## src/rtl/oam_dma_if.sv

```systemverilog
// CPU-side and databus-side signals of the sprite OAM DMA engine.
// Combinational bus mux path, no internal latency of its own.
// RDY is the only backpressure: low halts the CPU while the engine owns the bus.
interface oam_dma_if;
   // CPU side (T65)
   logic [15:0] CPU_ADDR;
   logic        CPU_RW_N;
   logic [7:0]  CPU_DO;
   logic        RDY;
   // Databus side
   logic [7:0]  BUS_DI;
   logic [15:0] BUS_ADDR;
   logic        BUS_RW_N;
   logic [7:0]  BUS_DO;
   // Engine status
   logic        DMA_ACTIVE;

   // System side: CPU plus databus decoder
   modport master (
      output CPU_ADDR, CPU_RW_N, CPU_DO, BUS_DI,
      input  RDY, DMA_ACTIVE, BUS_ADDR, BUS_RW_N, BUS_DO
   );

   // The DMA engine itself
   modport slave (
      input  CPU_ADDR, CPU_RW_N, CPU_DO, BUS_DI,
      output RDY, DMA_ACTIVE, BUS_ADDR, BUS_RW_N, BUS_DO
   );
endinterface

```

## src/rtl/oam_dma.sv

```systemverilog
// Sprite OAM DMA: a CPU write to TRIG_ADDR copies one page of CPU memory to OAM_PORT.
// Stall is 1 + 2*XFER_LEN cycles, plus one alignment cycle when the halt lands on odd parity.
// The CPU is held via RDY=0 for the whole transfer; idle cycles pass the CPU bus straight through.
module oam_dma #(
   parameter logic [15:0] TRIG_ADDR = 16'h4014,
   parameter logic [15:0] OAM_PORT  = 16'h2004,
   parameter int          XFER_LEN  = 256
) (
   input  logic   Clk,
   input  logic   Reset,
   oam_dma_if.slave bus
);

   // Index of the final byte; the 8-bit index wraps back to 0 after it.
   localparam logic [7:0] LAST_IDX = 8'(XFER_LEN - 1);

   typedef enum logic [2:0] {
      S_IDLE,
      S_HALT,
      S_ALIGN,
      S_READ,
      S_WRITE
   } state_t;

   state_t      r_state;
   logic        r_parity;
   logic [7:0]  r_page;
   logic [7:0]  r_idx;
   logic [7:0]  r_latch;
   logic        r_rdy;
   logic        r_dma_active;

   logic        w_trigger;
   logic        w_last;
   logic [15:0] w_bus_addr;
   logic        w_bus_rw_n;
   logic [7:0]  w_bus_do;

   // Only a genuine CPU write to the trigger address while idle starts a transfer;
   // reads of it, and writes while busy, are ignored.
   assign w_trigger = (r_state == S_IDLE) && !bus.CPU_RW_N && (bus.CPU_ADDR == TRIG_ADDR);
   assign w_last    = (r_idx == LAST_IDX);

   // Cycle parity: free-running toggle, decides whether an alignment cycle is needed.
   always_ff @(posedge Clk) begin
      if (Reset) begin
         r_parity <= 1'b0;
      end else begin
         r_parity <= ~r_parity;
      end
   end

   // Transfer state machine; RDY and DMA_ACTIVE are registered alongside the next state.
   always_ff @(posedge Clk) begin
      if (Reset) begin
         r_state      <= S_IDLE;
         r_page       <= 8'h00;
         r_idx        <= 8'h00;
         r_latch      <= 8'h00;
         r_rdy        <= 1'b1;
         r_dma_active <= 1'b0;
      end else begin
         case (r_state)
            S_IDLE: begin
               if (w_trigger) begin
                  r_page       <= bus.CPU_DO;
                  r_state      <= S_HALT;
                  r_rdy        <= 1'b0;
                  r_dma_active <= 1'b0;
               end
            end
            S_HALT: begin
               // An odd-parity halt needs one dummy cycle before the first read.
               r_state      <= r_parity ? S_ALIGN : S_READ;
               r_rdy        <= 1'b0;
               r_dma_active <= 1'b1;
            end
            S_ALIGN: begin
               r_state      <= S_READ;
               r_rdy        <= 1'b0;
               r_dma_active <= 1'b1;
            end
            S_READ: begin
               // Read data is valid in the same cycle as the address.
               r_latch      <= bus.BUS_DI;
               r_state      <= S_WRITE;
               r_rdy        <= 1'b0;
               r_dma_active <= 1'b1;
            end
            S_WRITE: begin
               if (w_last) begin
                  // Never advance into the next page: the last write ends the transfer.
                  r_idx        <= 8'h00;
                  r_state      <= S_IDLE;
                  r_rdy        <= 1'b1;
                  r_dma_active <= 1'b0;
               end else begin
                  r_idx        <= r_idx + 8'd1;
                  r_state      <= S_READ;
                  r_rdy        <= 1'b0;
                  r_dma_active <= 1'b1;
               end
            end
            default: begin
               r_state      <= S_IDLE;
               r_idx        <= 8'h00;
               r_rdy        <= 1'b1;
               r_dma_active <= 1'b0;
            end
         endcase
      end
   end

   // Bus mux: the CPU owns the bus in IDLE/HALT (so the trigger write itself reaches
   // the databus); the engine drives it in ALIGN/READ/WRITE.
   always_comb begin
      w_bus_addr = bus.CPU_ADDR;
      w_bus_rw_n = bus.CPU_RW_N;
      w_bus_do   = bus.CPU_DO;
      case (r_state)
         S_ALIGN: begin
            w_bus_addr = bus.CPU_ADDR;
            w_bus_rw_n = 1'b1;
         end
         S_READ: begin
            w_bus_addr = {r_page, r_idx};
            w_bus_rw_n = 1'b1;
         end
         S_WRITE: begin
            w_bus_addr = OAM_PORT;
            w_bus_rw_n = 1'b0;
            w_bus_do   = r_latch;
         end
         default: begin
            w_bus_addr = bus.CPU_ADDR;
            w_bus_rw_n = bus.CPU_RW_N;
            w_bus_do   = bus.CPU_DO;
         end
      endcase
   end

   assign bus.BUS_ADDR   = w_bus_addr;
   assign bus.BUS_RW_N   = w_bus_rw_n;
   assign bus.BUS_DO     = w_bus_do;
   assign bus.RDY        = r_rdy;
   assign bus.DMA_ACTIVE = r_dma_active;

endmodule

```

## src/flat_wrapper.sv

```systemverilog
// flat-port wrapper written by rule: the top's interface ports become plain ports
module oam_dma_flat 
#(
   parameter logic [15:0] TRIG_ADDR = 16'h4014,
   parameter logic [15:0] OAM_PORT  = 16'h2004,
   parameter int          XFER_LEN  = 256
)
  (Clk, Reset, bus_CPU_ADDR, bus_CPU_RW_N, bus_CPU_DO, bus_BUS_DI, bus_RDY, bus_DMA_ACTIVE, bus_BUS_ADDR, bus_BUS_RW_N, bus_BUS_DO);
  oam_dma_if bus_i ();
  input  logic Clk;
  input  logic Reset;
  input wire logic [$bits(bus_i.CPU_ADDR)-1:0] bus_CPU_ADDR;
  input wire logic [$bits(bus_i.CPU_RW_N)-1:0] bus_CPU_RW_N;
  input wire logic [$bits(bus_i.CPU_DO)-1:0] bus_CPU_DO;
  input wire logic [$bits(bus_i.BUS_DI)-1:0] bus_BUS_DI;
  output wire logic [$bits(bus_i.RDY)-1:0] bus_RDY;
  output wire logic [$bits(bus_i.DMA_ACTIVE)-1:0] bus_DMA_ACTIVE;
  output wire logic [$bits(bus_i.BUS_ADDR)-1:0] bus_BUS_ADDR;
  output wire logic [$bits(bus_i.BUS_RW_N)-1:0] bus_BUS_RW_N;
  output wire logic [$bits(bus_i.BUS_DO)-1:0] bus_BUS_DO;
  assign bus_i.CPU_ADDR = bus_CPU_ADDR;
  assign bus_i.CPU_RW_N = bus_CPU_RW_N;
  assign bus_i.CPU_DO = bus_CPU_DO;
  assign bus_i.BUS_DI = bus_BUS_DI;
  assign bus_RDY = bus_i.RDY;
  assign bus_DMA_ACTIVE = bus_i.DMA_ACTIVE;
  assign bus_BUS_ADDR = bus_i.BUS_ADDR;
  assign bus_BUS_RW_N = bus_i.BUS_RW_N;
  assign bus_BUS_DO = bus_i.BUS_DO;
  oam_dma #(.TRIG_ADDR(TRIG_ADDR), .OAM_PORT(OAM_PORT), .XFER_LEN(XFER_LEN)) u_core (.Clk(Clk), .Reset(Reset), .bus(bus_i));
endmodule
```

## config.mk

```make
export PLATFORM = sky130hd
export DESIGN_NAME = oam_dma_flat
export DESIGN_NICKNAME = d
export VERILOG_FILES = /design/src/rtl/oam_dma_if.sv /design/src/rtl/oam_dma.sv /design/src/flat_wrapper.sv
export SDC_FILE = /design/constraint.sdc
export NUM_CORES = 1
export LEC_CHECK = 0
export ABC_AREA = 0
export BUFFER_PORTS_ARGS = -buffer_cell sky130_fd_sc_hd__buf_2
export CORE_AREA = 2 2 58 60
export CTS_BUF_LIST = sky130_fd_sc_hd__clkbuf_8
export CTS_CLUSTER_DIAMETER = 30
export DETAILED_ROUTE_END_ITERATION = 16
export DIE_AREA = 0 0 60 62
export MAX_ROUTING_LAYER = met4
export PLACE_DENSITY = 0.84
export RECOVER_POWER = 25
export SETUP_SLACK_MARGIN = 0.1
export SKIP_LAST_GASP = 1
export SLEW_MARGIN = 20
export SYNTH_ARGS = -nofsm -noshare
export SYNTH_HDL_FRONTEND = slang
export SYNTH_SLANG_ARGS = --single-unit
```

## constraint.sdc

```tcl
create_clock -name Clk -period 3.3 [get_ports Clk]
set_clock_uncertainty 0.15 [all_clocks]
set_input_delay 0.165 -clock Clk [delete_from_list [all_inputs] [get_ports Clk]]
set_output_delay 0.165 -clock Clk [all_outputs]
set_load 0.01 [all_outputs]
```

==> metrics.md <==
| Metric | Value |
|---|---|
| First-pass GRT wire length | about 6.4 mm |
| Final instance area | roughly 2100 sq um |
| Clock share of power | a little under a third |
| Cells after Synth | around 210 |
| Worst vdd ir | about 0.32 mV |
| Vias per cell | 5.44 |
| Post-synth top area cell | dfxtp_1 |
| DRT Pass-1 Iters | 4 |
| Switching Fraction | 29.0% |
| DRC Markers | 0 |
| Pwr/cell area | just over 400 nW/um^2 |
| Largest net degree at the start of global routing | 25 |
| WHS Endpoint | u_core.r_page[6] |
| Sequential share of the synthesized area | a little under two fifths |
| Crit-path max FO | 24 |
| Number of distinct library cells after synthesis | 40 |
| Endpoints failing hold | 0 |
| Hold depth | 3 |
| Reg2reg end | u_core.bus.RDY |
| Core Util, Final | about two thirds |
| Gate power share | 21.1% |
| Max_slew headroom | between 30% and 40% |
| Vias in the first global route | roughly 1400 |
| Minimum clock period | approximately 2500 ps |
| Total number of vias | roughly 1800 |
| Async SR Flop Fraction | 0% |
| Tcrit/Tclk final | about three quarters |
| Hold Slack | 11.1 ps |
| Vert. Die Dim | approximately 62 um |
| Fin nets | ~310 |
| Synth top area share | approximately 38% |
| MaxCap Viol Count | 0 |
| Congestion Overflow GR | 0 |
| Total track usage | 24.1% |
| Clock transition at path regs | about 60 ps |
| Syn-to-layout area delta | 32.6% |
| Post-Route Setup TNS | 0 ps |
| Sequential share of power | 47.3% |
| Routing usage on met3 | 6.83% |
| Clock net sink count | 30 |
| Ratio of cells with drive above 1 in the final layout | around a quarter |
| CTS tree | yes |
| Core ar. | 3180 sq um |
| RSZ-0062 raised after global routing | no |
| # hold bufs at CTS | 14 |
| Die ar. | ~3700 sq um |
| DR iter-0 viols | roughly 110 |
| Hold path startpoint | bus_CPU_DO[6] |
| Synth top area cells | dfxtp_1, nand2_1, a22o_1, mux2i_1, a21oi_1 |
| Run status | completed |
| Routability cong. | approximately 0.89 |
| Initial antenna violation count | 0 |
| Max frequency | 0.397 GHz |
| FP Rows | 21 |
| Int Power | around 0.6 mW |
| Startpoint Class | flip-flop |
| Wire length per cell | about 13 um |
| Total leakage power | roughly 0.92 nW |
| Worst Tran Pin Value | ~900 ps |
| Worst hold path type | input port to flip-flop |
| Synthesized area | 1590 sq um |
| Cts bufs inserted | 5 |
| Initial Util | between 40% and 50% |
| Req. time, crit path | between 2000 and 3000 ps |
| Clock Tree Root | clkbuf_8 |
| Area of the multi-input gates | roughly 900 sq um |
| Post-cts repair resize count | 0 |
| Met1 usage | between 30% and 40% |
| Final Max Tran Viols | 0 |
| Placed cell areas | roughly 1900 sq um |
| Worst Path Arrival | around 2200 ps |
| Syn_nets | roughly 240 |
| Commonest non-fill, non-tap cell in the layout | nand2_1 |
| Crit end category | output port |
| Post-CTS Setup Repair Bufs | 0 |
| #FFs+latches synth | 30 |
| Most frequent cells in the layout | nand2_1, buf_2, dfxtp_1 |
| Worst-Skew Late Latency | between 200 and 300 ps |
| Reg-to-Reg Start | u_core.r_state[2] |
| Final setup vio count | 0 |
| Placed cells | between 300 and 400 |
| Syn. warnings | 0 |
| Die width | 60 um |
| Ports | 62 |
| Gr busiest metal | met2 |
| Layout Cells excl Fill | 324 |
| Met2 GRT Util | around a third |
| Post-synth EDFFs | 0 |
| Sequential standard cell area | between 600 and 700 sq um |
| Mean post-synth cell area | 7.62 sq um |
| Crit path kind | flip-flop to output port |
| Final ANT Viol Nets | 0 |
| H-tree depth | 2 |
| R2R setup slack | ~1100 ps |
| ANT cells | 0 |
| Detailed placer's ending HPWL | ~2.8 mm |
| Worst r2r path cells | 4 |
| Net Sw Power | 0.250 mW |
| Drt total wl | just over 4 mm |
| Clock Path Buffers | 2 |
| PortBufs | 61 |
| Fillcell total | 260 |
| Ys flop type | dfxtp_1 |
[per-layer routing]
metal  vias up  wire, um
met3        10       331
met5         -         0
li1        865         -
met2        85      1840
met1       803      1810
met4         0       103
[state kept, by name, indices dropped and copies added, names as in the netlist]
register and count:
u_core.bus.DMA_ACTIVE 1, u_core.r_latch 8, u_core.r_page 8, u_core.bus.RDY 1
u_core.r_parity 1, u_core.r_idx 8, u_core.r_state 3
[layout make-up]
type,count,area share [%]
multi-input combinational,161,42.6
sequential,30,28.6
timing repair buffer,77,21.8
clock buffer,5,3.27
tap,46,2.74
inverter,3,0.536
clock inverter,2,0.476
[kinds of logic (layout without fill, tap and decap cells)]
family / count (synthesis) / in the layout / share of synthesized area (%)
flip-flops: 30 / 30 / 37.9
AO/OA/AOI/OAI: 43 / 43 / 18.5
XOR/XNOR: 1 / 1 / 0.553
buffers and inverters: 17 / 87 / 4.74
AND/OR/NAND/NOR: 107 / 107 / 31.9
multiplexers: 9 / 9 / 5.68
adder cells (fa/ha/maj): 1 / 1 / 0.789
[critical path: stages, from the launching register on]
cell and delay, ps:
dfxtp_1 430, inv_1 230, and3_1 210, buf_4 210, nor2_2 490, a22o_1 220, buf_2 130
[synthesized netlist by cell type (3+ instances only)]
master	number
clkbuf_1	7
a31oi_1	4
nand2_1	66
a21oi_1	16
dfxtp_1	30
a22o_1	14
o21ai_0	3
nor2_1	12
mux2i_1	9
buf_2	5
nand3_1	7
[through the flow]
step	setup WS, ps	power (mW)
finish	780	0.863
global route	655	0.911
CTS	789	0.871
detailed placement	1110	0.585
global placement	1180	0.584
floorplan	1650	0.516
[worst max path at each step]
stage                       from  depth (start not counted)               to
2_1_floorplan  u_core.r_state[0]                          6  bus_BUS_ADDR[2]
3_3_place_gp   u_core.r_state[2]                          6  bus_BUS_ADDR[7]
3_5_place_dp   u_core.r_state[2]                          6  bus_BUS_ADDR[7]
4_1_cts        u_core.r_state[2]                          6  bus_BUS_ADDR[7]
5_1_grt        u_core.r_state[2]                          6  bus_BUS_ADDR[7]
6_report       u_core.r_state[2]                          6  bus_BUS_ADDR[7]
[power by group through the flow]
stage	logic [mW]	clock network, mW	registers (mW)
2_1_floorplan	0.111	0	0.405
3_3_place_gp	0.171	0	0.413
3_5_place_dp	0.171	0	0.414
4_1_cts	0.185	0.279	0.406
5_1_grt	0.202	0.299	0.409
6_report	0.182	0.273	0.408
(Power assumes the default switching activity.)
